### config.mk
export PLATFORM = sky130hd
export DESIGN_NAME = pma_lookup_pipe
export DESIGN_NICKNAME = d
export VERILOG_FILES = /design/src/rtl/config_pkg.sv /design/src/rtl/pma_rule_match.sv /design/src/rtl/pma_lookup_pipe.sv
export SDC_FILE = /design/constraint.sdc
export NUM_CORES = 1
export LEC_CHECK = 0
export BUFFER_PORTS_ARGS = -buffer_cell sky130_fd_sc_hd__buf_4
export CAP_MARGIN = 0
export CORE_AREA = 2 2 99 63
export CTS_CLUSTER_SIZE = 16
export DETAILED_ROUTE_END_ITERATION = 12
export DIE_AREA = 0 0 101 65
export GPL_TIMING_DRIVEN = 1
export PLACE_DENSITY = 0.49
export SYNTH_ARGS = -nofsm -noshare
export SYNTH_HDL_FRONTEND = slang
export SYNTH_SLANG_ARGS = --single-unit
export TNS_END_PERCENT = 100
### constraint.sdc
create_clock -name clk_i -period 2.3 [get_ports clk_i]
set_input_delay 0.46 -clock clk_i [delete_from_list [all_inputs] [get_ports clk_i]]
set_output_delay 0.46 -clock clk_i [all_outputs]
set_load 0.01 [all_outputs]
### src/rtl/config_pkg.sv
// Core configuration types shared by the PMA lookup path.
// Holds the region rule tables, the per-request access and attribute types,
// and the address range helper used by every rule comparator.
package config_pkg;

  localparam int unsigned NrMaxRules = 8;

  typedef struct packed {
    logic                         NonIdemPotenceEn;
    int unsigned                  NrNonIdempotentRules;
    logic [NrMaxRules-1:0][63:0]  NonIdempotentAddrBase;
    logic [NrMaxRules-1:0][63:0]  NonIdempotentLength;
    int unsigned                  NrExecuteRegionRules;
    logic [NrMaxRules-1:0][63:0]  ExecuteRegionAddrBase;
    logic [NrMaxRules-1:0][63:0]  ExecuteRegionLength;
    int unsigned                  NrCachedRegionRules;
    logic [NrMaxRules-1:0][63:0]  CachedRegionAddrBase;
    logic [NrMaxRules-1:0][63:0]  CachedRegionLength;
    int unsigned                  NrSharedRegionRules;
    logic [NrMaxRules-1:0][63:0]  SharedRegionAddrBase;
    logic [NrMaxRules-1:0][63:0]  SharedRegionLength;
  } cva6_cfg_t;

  localparam cva6_cfg_t cva6_cfg_empty = '0;

  typedef enum logic [1:0] {
    PMA_LOAD  = 2'd0,
    PMA_STORE = 2'd1,
    PMA_FETCH = 2'd2,
    PMA_AMO   = 2'd3
  } pma_access_e;

  typedef struct packed {
    logic cacheable;
    logic executable;
    logic nonidempotent;
    logic shared;
  } pma_attr_t;

  // The upper bound is formed in 65 bits so a region ending exactly at 2^64
  // (or wrapping past it) still compares correctly.
  function automatic logic range_check(input logic [63:0] base,
                                       input logic [63:0] len,
                                       input logic [63:0] address);
    return (address >= base) && ({1'b0, address} < ({1'b0, base} + {1'b0, len}));
  endfunction

endpackage

### src/rtl/pma_rule_match.sv
// Combinational comparator bank for one attribute class.
// Produces one hit bit per rule slot; slots at or above the active rule
// count are masked off so unused table entries never contribute.
module pma_rule_match
  import config_pkg::*;
(
  input  logic [NrMaxRules-1:0][63:0] base_i,
  input  logic [NrMaxRules-1:0][63:0] len_i,
  input  logic [31:0]                 nr_rules_i,
  input  logic [63:0]                 addr_i,
  output logic [NrMaxRules-1:0]       hit_o
);

  for (genvar k = 0; k < NrMaxRules; k++) begin : g_rule
    assign hit_o[k] = (nr_rules_i > 32'(k)) && range_check(base_i[k], len_i[k], addr_i);
  end

endmodule

### src/rtl/pma_lookup_pipe.sv
// Two-stage physical-memory-attribute lookup.
// S1 captures the raw per-rule hit vectors for each class, S2 reduces them
// into the attribute bundle and the access-fault flag. A saturating counter
// tracks faulting responses taken by the consumer.
module pma_lookup_pipe
  import config_pkg::*;
#(
  parameter config_pkg::cva6_cfg_t CVA6Cfg = config_pkg::cva6_cfg_empty,
  parameter int unsigned           PLEN    = 56,
  parameter int unsigned           IdWidth = 4
) (
  input  logic               clk_i,
  input  logic               rst_i,
  input  logic               flush_i,
  input  logic               req_valid_i,
  output logic               req_ready_o,
  input  logic [PLEN-1:0]    req_addr_i,
  input  pma_access_e        req_type_i,
  input  logic [IdWidth-1:0] req_id_i,
  output logic               rsp_valid_o,
  input  logic               rsp_ready_i,
  output logic [IdWidth-1:0] rsp_id_o,
  output pma_attr_t          rsp_attr_o,
  output logic               rsp_fault_o,
  output logic [15:0]        fault_cnt_o
);

  logic [63:0]           addr64;
  logic [NrMaxRules-1:0] hit_c, hit_x, hit_n, hit_s;

  logic                  s1_valid_q, s1_valid_d;
  logic [IdWidth-1:0]    s1_id_q, s1_id_d;
  pma_access_e           s1_type_q, s1_type_d;
  logic [NrMaxRules-1:0] s1_hit_c_q, s1_hit_c_d;
  logic [NrMaxRules-1:0] s1_hit_x_q, s1_hit_x_d;
  logic [NrMaxRules-1:0] s1_hit_n_q, s1_hit_n_d;
  logic [NrMaxRules-1:0] s1_hit_s_q, s1_hit_s_d;

  logic                  s2_valid_q, s2_valid_d;
  logic [IdWidth-1:0]    s2_id_q, s2_id_d;
  pma_attr_t             s2_attr_q, s2_attr_d;
  logic                  s2_fault_q, s2_fault_d;

  logic [15:0]           fault_cnt_q, fault_cnt_d;

  pma_attr_t             s1_attr;
  logic                  s1_fault;
  logic                  adv1, adv2;

  assign addr64 = 64'(req_addr_i);

  pma_rule_match u_match_cached (
    .base_i     (CVA6Cfg.CachedRegionAddrBase),
    .len_i      (CVA6Cfg.CachedRegionLength),
    .nr_rules_i (32'(CVA6Cfg.NrCachedRegionRules)),
    .addr_i     (addr64),
    .hit_o      (hit_c)
  );

  pma_rule_match u_match_exec (
    .base_i     (CVA6Cfg.ExecuteRegionAddrBase),
    .len_i      (CVA6Cfg.ExecuteRegionLength),
    .nr_rules_i (32'(CVA6Cfg.NrExecuteRegionRules)),
    .addr_i     (addr64),
    .hit_o      (hit_x)
  );

  pma_rule_match u_match_nonidem (
    .base_i     (CVA6Cfg.NonIdempotentAddrBase),
    .len_i      (CVA6Cfg.NonIdempotentLength),
    .nr_rules_i (32'(CVA6Cfg.NrNonIdempotentRules)),
    .addr_i     (addr64),
    .hit_o      (hit_n)
  );

  pma_rule_match u_match_shared (
    .base_i     (CVA6Cfg.SharedRegionAddrBase),
    .len_i      (CVA6Cfg.SharedRegionLength),
    .nr_rules_i (32'(CVA6Cfg.NrSharedRegionRules)),
    .addr_i     (addr64),
    .hit_o      (hit_s)
  );

  // A stage may move when the stage after it is empty or draining this cycle.
  assign adv2        = !s2_valid_q || rsp_ready_i;
  assign adv1        = !s1_valid_q || adv2;
  assign req_ready_o = adv1;

  // S1 next state: take a new request when S1 can advance; flush empties it.
  always_comb begin
    s1_valid_d = s1_valid_q;
    s1_id_d    = s1_id_q;
    s1_type_d  = s1_type_q;
    s1_hit_c_d = s1_hit_c_q;
    s1_hit_x_d = s1_hit_x_q;
    s1_hit_n_d = s1_hit_n_q;
    s1_hit_s_d = s1_hit_s_q;
    if (flush_i) begin
      s1_valid_d = 1'b0;
    end else if (adv1) begin
      s1_valid_d = req_valid_i;
      if (req_valid_i) begin
        s1_id_d    = req_id_i;
        s1_type_d  = req_type_i;
        s1_hit_c_d = hit_c;
        s1_hit_x_d = hit_x;
        s1_hit_n_d = hit_n;
        s1_hit_s_d = hit_s;
      end
    end
  end

  // Reduce the S1 hit vectors into attributes and decide whether the access faults.
  always_comb begin
    s1_attr.cacheable     = |s1_hit_c_q;
    s1_attr.executable    = |s1_hit_x_q;
    s1_attr.nonidempotent = CVA6Cfg.NonIdemPotenceEn && (|s1_hit_n_q);
    s1_attr.shared        = |s1_hit_s_q;
    s1_fault = ((s1_type_q == PMA_FETCH) && !s1_attr.executable) ||
               ((s1_type_q == PMA_AMO)   && !s1_attr.cacheable);
  end

  // S2 next state: hold while the consumer stalls, otherwise take S1's result.
  always_comb begin
    s2_valid_d = s2_valid_q;
    s2_id_d    = s2_id_q;
    s2_attr_d  = s2_attr_q;
    s2_fault_d = s2_fault_q;
    if (flush_i) begin
      s2_valid_d = 1'b0;
    end else if (adv2) begin
      s2_valid_d = s1_valid_q;
      if (s1_valid_q) begin
        s2_id_d    = s1_id_q;
        s2_attr_d  = s1_attr;
        s2_fault_d = s1_fault;
      end
    end
  end

  // Count faulting responses the consumer accepts, saturating at all-ones.
  always_comb begin
    fault_cnt_d = fault_cnt_q;
    if (rsp_valid_o && rsp_ready_i && rsp_fault_o && !flush_i && (fault_cnt_q != 16'hFFFF)) begin
      fault_cnt_d = fault_cnt_q + 16'd1;
    end
  end

  // Pipeline and counter registers.
  always_ff @(posedge clk_i or posedge rst_i) begin
    if (rst_i) begin
      s1_valid_q  <= 1'b0;
      s1_id_q     <= '0;
      s1_type_q   <= PMA_LOAD;
      s1_hit_c_q  <= '0;
      s1_hit_x_q  <= '0;
      s1_hit_n_q  <= '0;
      s1_hit_s_q  <= '0;
      s2_valid_q  <= 1'b0;
      s2_id_q     <= '0;
      s2_attr_q   <= '0;
      s2_fault_q  <= 1'b0;
      fault_cnt_q <= '0;
    end else begin
      s1_valid_q  <= s1_valid_d;
      s1_id_q     <= s1_id_d;
      s1_type_q   <= s1_type_d;
      s1_hit_c_q  <= s1_hit_c_d;
      s1_hit_x_q  <= s1_hit_x_d;
      s1_hit_n_q  <= s1_hit_n_d;
      s1_hit_s_q  <= s1_hit_s_d;
      s2_valid_q  <= s2_valid_d;
      s2_id_q     <= s2_id_d;
      s2_attr_q   <= s2_attr_d;
      s2_fault_q  <= s2_fault_d;
      fault_cnt_q <= fault_cnt_d;
    end
  end

  assign rsp_valid_o = s2_valid_q;
  assign rsp_id_o    = s2_id_q;
  assign rsp_attr_o  = s2_attr_q;
  assign rsp_fault_o = s2_fault_q;
  assign fault_cnt_o = fault_cnt_q;

endmodule

==> reports/metrics.cfg <==
[clocking]
cts_tree = done
cts_setup_buffers = 0
cts_resized = 0
holdBufCountCts = 0
clkSinkCount = 28
clk_pin_slew_ns = 0.09
cts_buffers = 3
root_buffer = clkbuf_8
clock_latency_ns = 0.27
clk_path_buf_depth = 2
htree_levels = 1

[grt]
antenna_found_initial = 0
grtUsageTotal = 0.0943
grt_pass1_wl_mm = 4.86
grt_max_degree = 29
grt_overflow = 0
grt_pass1_vias = 955

[sta]
period_share = 0.764
slew_violations = 0
max_freq_mhz = 569
setup_tns_ns = 0
rsz0062_at_grt = false
finClkSkew_ns = 0.00677
hold_violations = 0
finalSetupViolCount = 0
whs_ns = 0.249
period_minus_slack_ns = 1.76

[synthesis]
synth_xor_area_frac = 0.0940
yosysUniqueCellTypes = 33
synth_mux_area_frac = 0.0950
netlist_instances = 109
ys_top_cells_by_area = dfrtp_1, mux2_2, xor2_1
yosys_register_bits = 28
synth_area_sq_mm = 0.00130
synth_flop_cell = dfrtp_1
synth.largest_area_cell = dfrtp_1
async_flop_share = 1.00
synth_simple_gate_area_frac = 0.215
synth_edf_count = 0
ys_seq_area_frac = 0.537
yosysWarningCount = 0
synth_compound_area_frac = 0.00960
synthAdderAreaFrac = 0.00960
synth_top_area_frac = 0.537
syn_avg_cell_area_sq_um = 12.0
synth_common_cells = dfrtp_1, xor2_1, mux2_2, nor4_1
synth_top_family_by_area = simple AND/OR/NAND/NOR gates
yosysMostFrequentCell = dfrtp_1

[route]
wl_mm = 2.81
vias = 933
routedWlPerCell_um = 13.0
ant_nets = 0
avgViaCountPerCell = 4.32
drt_first_pass_iters = 3
drt_iter0_drc = 13
drc = 0

[setup_path]
critPathMaxStageDelay_ns = 0.42
r2r_cells = 6
startpoint_type = flop
path_depth = 6
critical_path_required_ns = 2.46
worst-path-max-fanout = 12
crit_arrival_ns = 1.92
cpMaxStageDelayCell = dfrtp_1
criticalPathCategory = flop to flop
cp_cell_sequence = ha_1 > nand3_2 > nor4_2 > buf_4 > nor2_1 > mux2_2
worstReg2RegStart = fault_cnt_o[0]$_DFFE_PP0P_
path_buf_inv = 1
crit_start = fault_cnt_o[0]$_DFFE_PP0P_
crit_path_end_kind = flop
crit_family = simple AND/OR/NAND/NOR gates

[power]
peakVddDrop_v = 0.000241
power.density_mw_per_mm2 = 653
leakage_nw = 0.814
power_mw = 1.10

[run]
drv_cap = 0

[cells_and_area]
num_antenna_cells = 0
area_growth_pct = 28.8
final_nets = 213
drive_above_1_share = 0.382

[floorplanning]
die_area_sq_mm = 0.00657
die_y_um = 65
die_x_um = 101
core_sq_mm = 0.00578
rows = 22
start_util = 0.226
boundaryPins = 94

[worst_hold_path]
worstHoldPathType = input port to asynchronous set/reset pin

[place]
hpwl_mm = 2.10
portBuffers = 32
gp_congestion = 0.783

[run_status]
status = completed

## metrics by stage
step / util / setup WS, ns / std cells / cell area (sq um)
after floorplan: - / 0.641 / 112 / 1320
after global placement: 0.281 / 0.565 / 212 / 1620
after detailed placement: 0.281 / 0.541 / 212 / 1620
after CTS: 0.290 / 0.519 / 216 / 1680
after global routing: 0.290 / 0.405 / 216 / 1680
final: 0.290 / 0.543 / 216 / 1680
## registers in the layout, summed over array words and instances, names as in the netlist
register	cells
s1_type_q	1
rsp_fault_o	1
rsp_valid_o	1
s1_id_q	4
s1_valid_q	1
rsp_id_o	4
fault_cnt_o	16
## path summary, 6_finish.rpt
path                            slack (ns)                          to
worst max register to register        0.54  fault_cnt_o[1]$_DFFE_PP0P_
worst max-delay path                  0.54  fault_cnt_o[1]$_DFFE_PP0P_
min in group clk_i                    0.35     rsp_valid_o$_DFFE_PP0P_
worst min register to register        0.51     rsp_id_o[2]$_DFFE_PP0P_
worst min-delay path                  0.25  fault_cnt_o[5]$_DFFE_PP0P_
max in group asynchronous             1.78     rsp_id_o[1]$_DFFE_PP0P_
## worst register-to-register path: stages, from the launching register on
cell and delay [ns]:
dfrtp_1 0.42, ha_1 0.21, nand3_2 0.15, nor4_2 0.29
buf_4 0.23, nor2_1 0.09, mux2_2 0.27
## metal layers
metal	wire, um	track usage	up-vias
li1	-	-	453
met1	1500	0.143	454
met2	1170	0.128	26
met3	137	0.0280	0
met4	0	0.0270	0
met5	0	0	-
## final cells by class
class | instances | area (sq um)
fillers | 604 | 4100
flip-flops and latches | 28 | 701
multi-input cells | 76 | 567
repair buffers | 35 | 263
well taps | 72 | 90.1
clock buffers | 4 | 55.1
inverters | 1 | 3.75
## power by group
part           internal, mW  switching [mW]  total, mW
Combinational         0.116          0.0834      0.199
Sequential            0.551          0.0450      0.596
Clock                 0.153           0.147      0.300
## cell families after synthesis
kind of cell	Yosys count
flip-flops	28
XOR/XNOR	14
AND/OR/NAND/NOR	44
other	1
multiplexers	11
buffers and inverters	8
adder cells (fa/ha/maj)	1
AO/OA/AOI/OAI	2
## placed cells by master, fill, tap and decap left out, drive strengths merged
cell type,count
nor2b,1
xnor2,2
inv,1
dfrtp,28
and2,2
nand2,4
xor2,12
conb,4
mux2,11
nand3b,1
nor3b,2
nor3,4
clkbuf,4
o21a,1
nor2,4
buf,35
or3b,1
and3,1
and4,1
a21oi,1
or2,1
nand4,6
ha,1
nand3,6
nor4,7
or4,1
nand4b,1
nor4b,1
(Power assumes the default switching activity.)
